===== src/rtl/multi_src_ctrl_pkg.sv =====
// -----------------------------------------------------------------------------
// multi_src_ctrl_pkg
// Shared definitions for the N-channel producer controller:
//   - state_t   : controller state encoding, also used by the LED/display decode
//   - W_DEF     : default data word width
//   - CNT_W_DEF : default word counter / limit width
// -----------------------------------------------------------------------------
package multi_src_ctrl_pkg;

  typedef enum logic [1:0] {
    ST_IDLE  = 2'd0,
    ST_RUN   = 2'd1,
    ST_PAUSE = 2'd2,
    ST_DRAIN = 2'd3
  } state_t;

  localparam int W_DEF     = 16;
  localparam int CNT_W_DEF = 16;

endpackage


===== src/rtl/multi_src_ctrl_prio_enc.sv =====
// -----------------------------------------------------------------------------
// prio_enc
// Lowest-set-bit priority encoder.
// Ports:
//   req_i  in  N     request vector
//   idx_o  out CH_W  index of the lowest set bit (0 when nothing is set)
//   any_o  out 1     at least one request bit is set
// -----------------------------------------------------------------------------
module prio_enc #(
  parameter int N    = 4,
  parameter int CH_W = $clog2(N)
) (
  input  logic [N-1:0]    req_i,
  output logic [CH_W-1:0] idx_o,
  output logic            any_o
);

  // Scan from the top down so the lowest set bit is the last one to win.
  always_comb begin
    idx_o = '0;
    any_o = |req_i;
    for (int i = N - 1; i >= 0; i--) begin
      idx_o = req_i[i] ? CH_W'(i) : idx_o;
    end
  end

endmodule


===== src/rtl/multi_src_ctrl.sv =====
// -----------------------------------------------------------------------------
// multi_src_ctrl
// Selects one of N producer channels on a start pulse, enables it, forwards its
// valid words into the CDC buffer write port, pauses while the buffer is full,
// stops on request or word limit, and drains the buffer before going idle.
// Ports:
//   clk, rst              clock (rising edge), async active-high reset
//   start[N]              one-cycle start pulses, bit i requests channel i
//   stop                  one-cycle stop pulse
//   limit[CNT_W]          word limit sampled at start, 0 = unlimited
//   src_valid[N]          per-channel valid
//   src_data[N*W]         packed channel data, channel i at [i*W +: W]
//   buf_full, buf_empty   CDC buffer status
//   sink_busy             read side still holding a word
//   src_en[N]             one-hot enable of the active channel (RUN only)
//   wr_en, wr_data[W]     buffer write port
//   active_ch[CH_W]       latched channel index
//   word_cnt[CNT_W]       words written in the current/last run
//   state_o[2]            current state
//   done                  one-cycle pulse, first IDLE cycle after draining
// -----------------------------------------------------------------------------
module multi_src_ctrl
  import multi_src_ctrl_pkg::*;
#(
  parameter int N     = 4,
  parameter int W     = W_DEF,
  parameter int CNT_W = CNT_W_DEF,
  parameter int CH_W  = $clog2(N)
) (
  input  logic               clk,
  input  logic               rst,
  input  logic [N-1:0]       start,
  input  logic               stop,
  input  logic [CNT_W-1:0]   limit,
  input  logic [N-1:0]       src_valid,
  input  logic [N*W-1:0]     src_data,
  input  logic               buf_full,
  input  logic               buf_empty,
  input  logic               sink_busy,
  output logic [N-1:0]       src_en,
  output logic               wr_en,
  output logic [W-1:0]       wr_data,
  output logic [CH_W-1:0]    active_ch,
  output logic [CNT_W-1:0]   word_cnt,
  output logic [1:0]         state_o,
  output logic               done
);

  state_t             state_q, state_d;
  logic [CH_W-1:0]    active_ch_q, active_ch_d;
  logic [CNT_W-1:0]   word_cnt_q, word_cnt_d;
  logic [CNT_W-1:0]   limit_q, limit_d;
  logic               done_q, done_d;

  logic [CH_W-1:0]    start_idx_s;
  logic               start_any_s;
  logic               sel_valid_s;
  logic [W-1:0]       sel_data_s;
  logic               accept_s;
  logic               limit_hit_s;
  logic [CNT_W-1:0]   cnt_inc_s;

  prio_enc #(.N(N), .CH_W(CH_W)) u_start_enc (
    .req_i (start),
    .idx_o (start_idx_s),
    .any_o (start_any_s)
  );

  // Select valid/data of the latched channel; other channels are ignored.
  always_comb begin
    sel_valid_s = 1'b0;
    sel_data_s  = '0;
    for (int i = 0; i < N; i++) begin
      sel_valid_s = (CH_W'(i) == active_ch_q) ? src_valid[i]       : sel_valid_s;
      sel_data_s  = (CH_W'(i) == active_ch_q) ? src_data[i*W +: W] : sel_data_s;
    end
  end

  assign accept_s  = (state_q == ST_RUN) && sel_valid_s && !buf_full;
  // Counter saturates at all-ones instead of wrapping.
  assign cnt_inc_s = (word_cnt_q == {CNT_W{1'b1}}) ? word_cnt_q : word_cnt_q + CNT_W'(1);
  // The word that reaches the limit is still written; the run ends after it.
  assign limit_hit_s = accept_s && (limit_q != '0) && ((word_cnt_q + CNT_W'(1)) == limit_q);

  // Next-state and datapath register updates.
  always_comb begin
    state_d     = state_q;
    active_ch_d = active_ch_q;
    word_cnt_d  = word_cnt_q;
    limit_d     = limit_q;
    done_d      = 1'b0;
    case (state_q)
      ST_IDLE: begin
        if (start_any_s) begin
          state_d     = ST_RUN;
          active_ch_d = start_idx_s;
          limit_d     = limit;
          word_cnt_d  = '0;
        end else begin
          state_d = ST_IDLE;
        end
      end
      ST_RUN: begin
        word_cnt_d = accept_s ? cnt_inc_s : word_cnt_q;
        if (stop || limit_hit_s) begin
          state_d = ST_DRAIN;
        end else if (buf_full) begin
          state_d = ST_PAUSE;
        end else begin
          state_d = ST_RUN;
        end
      end
      ST_PAUSE: begin
        if (stop) begin
          state_d = ST_DRAIN;
        end else if (!buf_full) begin
          state_d = ST_RUN;
        end else begin
          state_d = ST_PAUSE;
        end
      end
      ST_DRAIN: begin
        if (buf_empty && !sink_busy) begin
          state_d = ST_IDLE;
          done_d  = 1'b1;
        end else begin
          state_d = ST_DRAIN;
        end
      end
      default: begin
        state_d = ST_IDLE;
      end
    endcase
  end

  // State and datapath registers, asynchronous active-high reset.
  always_ff @(posedge clk or posedge rst) begin
    if (rst) begin
      state_q     <= ST_IDLE;
      active_ch_q <= '0;
      word_cnt_q  <= '0;
      limit_q     <= '0;
      done_q      <= 1'b0;
    end else begin
      state_q     <= state_d;
      active_ch_q <= active_ch_d;
      word_cnt_q  <= word_cnt_d;
      limit_q     <= limit_d;
      done_q      <= done_d;
    end
  end

  assign src_en    = (state_q == ST_RUN) ? ({{(N-1){1'b0}}, 1'b1} << active_ch_q) : '0;
  assign wr_en     = accept_s;
  assign wr_data   = accept_s ? sel_data_s : '0;
  assign active_ch = active_ch_q;
  assign word_cnt  = word_cnt_q;
  assign state_o   = state_q;
  assign done      = done_q;

endmodule


===== config.mk =====
export PLATFORM = sky130hd
export DESIGN_NAME = multi_src_ctrl
export DESIGN_NICKNAME = d
export VERILOG_FILES = /design/src/rtl/multi_src_ctrl_pkg.sv /design/src/rtl/multi_src_ctrl_prio_enc.sv /design/src/rtl/multi_src_ctrl.sv
export SDC_FILE = /design/constraint.sdc
export NUM_CORES = 1
export LEC_CHECK = 0
export BUFFER_PORTS_ARGS = -buffer_cell sky130_fd_sc_hd__buf_4
export CAP_MARGIN = 30
export CELL_PAD_IN_SITES_DETAIL_PLACEMENT = 1
export CELL_PAD_IN_SITES_GLOBAL_PLACEMENT = 1
export CORE_MARGIN = 4
export CORE_UTILIZATION = 34
export DETAILED_ROUTE_END_ITERATION = 10
export PLACE_DENSITY = 0.81
export RECOVER_POWER = 50
export SLEW_MARGIN = 10
export SYNTH_ARGS = -nofsm -noshare
export SYNTH_HDL_FRONTEND = slang
export SYNTH_SLANG_ARGS = --single-unit

===== constraint.sdc =====
create_clock -name clk -period 2.54 [get_ports clk]
set_input_delay 0.381 -clock clk [delete_from_list [all_inputs] [get_ports clk]]
set_output_delay 0.381 -clock clk [all_outputs]
set_load 0.05 [all_outputs]

==> summary.md <==
| Metric | Value |
|---|---|
| Cell count after synthesis | 283 |
| Max-Cap Viols | 0 |
| Syn Nets | around 380 |
| TritonCTS buffer count | 5 |
| Final Cycle Share | 94.9% |
| Relative slew margins | 41.6% |
| Post-CTS setup buffers | 0 |
| Crit end category | register |
| Final std cells w/o fill | between 500 and 600 |
| Initial Util | 35.8% |
| Final antenna-violating net count | 0 |
| Drt pass-1 iters | 4 |
| Via Count | 2918 |
| Setup violations, final | 0 |
| # IOs | 136 |
| FFs w/ async S/R, synth | between 90% and 100% |
| Clock transition at the registers of the reported paths | roughly 0.08 ns |
| H-tree level count | 2 |
| Final nets | 517 |
| Synth Cell Area | 0.00282 sq mm |
| Port Buf Inserts | 135 |
| RSZ-0062 raised after global routing | no |
| Post-route cell area | 0.00407 sq mm |
| Pre-CTS WS | 0.149 ns |
| Post-synth EDFFs | 0 |
| Power Density | 870 mW/mm^2 |
| Setup CP Type | register to register |
| YS warnings | 0 |
| Commonest non-fill, non-tap cell in the layout | buf_4 |
| Sequential element share of the synthesized area | between 30% and 40% |
| Post-place instance area | between 0.004 and 0.005 sq mm |
| HP Class | input port to asynchronous set/reset pin |
| Mapped Avg Cell Area | 9.97 sq um |
| TNS Setup | 0 ns |
| Rows | 32 |
| Die extent in x | around 100 microns |
| # DRC | 0 |
| Slew @ Worst Pin | 0.877 ns |
| Number of global-route vias before repair | 3202 |
| Largest net degree at the start of global routing | 38 |
| Die span in y | 99.1 microns |
| Post-synth cell types | 52 |
| Crit-path max FO | 11 |
| Vias per Instance | 5.56 |
| Clock Sinks | 37 |
| Dominant cell type by area after synthesis | dfrtp_1 |
| Synth top area cells | dfrtp_1, mux4_2, mux2_2, o21ai_0, nor2b_1 |
| Number of antenna violations at the first check in global routing | 0 |
| Antenna Cells | 0 |
| Clk Latency, worst-skew pair | approximately 0.3 ns |
| Final worst slack | 0.130 ns |
| RePlAce Congestion | approximately 0.85 |
| CP Buf/Inv Count | 0 |
| Core Util, Final | 51.6% |
| Post-Place Cells | 517 |
| VDD IR max | 0.000446 V |
| CP Cell Sequence | nand3_1 > a2111oi_0 > nor4_1 > a2111oi_0 > o2111ai_1 > a31oi_1 |
| Slowest library cell on the worst path | dfrtp_1 |
| # hold bufs at CTS | 0 |
| Data arrival, critical path | 2.62 ns |
| Die area | 0.00982 sq mm |
| Core ar. | a little under 0.008 sq mm |
| Status | complete, no violations |
| Most frequent cells in the layout | buf_4, dfrtp_1, o21ai_0 |
| GRT Overall Usage | 21.9% |
| Final hold slack | approximately 0.21 ns |
| Max clock buf depth | 2 |
| CP most frequent cell | a2111oi_0 |
| Post_cts resized | 0 |
| Power Total | 3.54 mW |
| Layout area overhead | 44.1% |
| Synth Flop Type | dfrtp_1 |
| Wirelength per Cell | 20.2 microns |
| First-pass GRT wire length | 17.2 mm |
| Startpoint types | register |
| Post-detail-place hpwl | 8.46 mm |
| Highest clock rate | ~0.41 GHz |
| Final Skew | 0.00821 ns |
| First-iteration detailed-routing DRC count | between 100 and 150 |
| CTS tree | done |
| Cell family with most CP delay | compound AO/OA/AOI/OAI gates |
| LEAKAGE | 1.79 nW |
| Synth top area share | 32.8% |
| CTS root buf | clkbuf_8 |
| Min Tclk post-route | 2.41 ns |
| Critical Path Max Stage Delay | ~0.58 ns |
| WP data required | about 2.8 ns |
| Slew Limit Fails | 0 |
| Hold Violations, Final | 0 |
| Fillers | 931 |
| Share of post-route cells with drive strength above 1 | 45.6% |
| Final wirelength | ~11 mm |
| Remaining Overflow, GRT | 0 |
| Flops & latches, synth | 37 |
flip-flops by register name, indices dropped and copies added (netlist names):
name	cells
active_ch	2
done	1
limit_q	16
state_o	2
word_cnt	16
logic make-up (layout without fill, tap and decap cells):
logic type / Yosys count / after routing / synth area share (%)
AND/OR/NAND/NOR: 96 / 96 / 21.1
AO/OA/AOI/OAI: 71 / 71 / 16.3
flip-flops: 37 / 37 / 32.8
multiplexers: 31 / 31 / 19.1
buffers and inverters: 29 / 169 / 4.61
XOR/XNOR: 18 / 18 / 5.59
adder cells (fa/ha/maj): 1 / 1 / 0.443
routing by layer:
| layer | vias up | GRT usage, % | part of all wire, % |
|---|---|---|---|
| met1 | 1450 | 27.9 | 40 |
| met5 | - | 0 | 0 |
| met2 | 98 | 38.0 | 53 |
| met3 | 17 | 3.79 | 5.4 |
| li1 | 1353 | - | - |
| met4 | 0 | 6.30 | 2.1 |
synthesized netlist by cell type (2+ instances only):
cell,number
mux4_2,17
nand2_1,16
xor2_1,6
xnor2_1,12
clkbuf_1,5
o21a_1,4
mux2_2,14
nor3b_1,2
o41ai_1,3
nand4_4,2
nor2b_1,18
nor3_1,2
and4_1,4
o21ai_0,28
inv_1,6
dfrtp_1,37
a21oi_1,7
nor4_1,12
o31a_1,2
a31oi_1,6
a21boi_0,2
nor2_1,13
and3_1,3
nand3_1,9
and2_1,2
buf_1,3
nand4_1,3
a2111oi_0,3
o31ai_1,6
buf_2,14
cell type report:
type,instances,area (sq um),area share (%)
tap,102,128,3.14
clock buffer,5,68.8,1.69
inverter,6,22.5,0.554
clock inverter,3,22.5,0.554
multi-input combinational,217,1770,43.5
sequential,37,928,22.8
timing repair buffer,155,1130,27.7
power breakdown:
part / switching (mW) / internal [mW] / leakage (nW)
combinational: 1.14 / 0.961 / 1.28
sequential: 0.233 / 0.774 / 0.467
clock: 0.234 / 0.195 / 0.0481
worst register-to-register path, delay by kind of cell (launching register included):
family	cells	cell delay (ns)
AOI/OAI and AO/OA	4	1.40
DFF	1	0.58
and+or+nand+nor	2	0.35
worst paths after layout:
path | to | cells past startpoint | slack, ns | start
min in group clk | done | 2 | 0.24 | sink_busy
setup / recovery | state_o[1] | 6 | 0.13 | word_cnt[5]
max in group asynchronous | word_cnt[1] | 3 | 1.97 | rst
hold / removal | done | 3 | 0.21 | rst
setup reg to reg | state_o[1] | 6 | 0.13 | word_cnt[5]
hold reg to reg | limit_q[1] | 1 | 0.57 | limit_q[1]
Note: power is estimated with default switching activity, not from simulation.
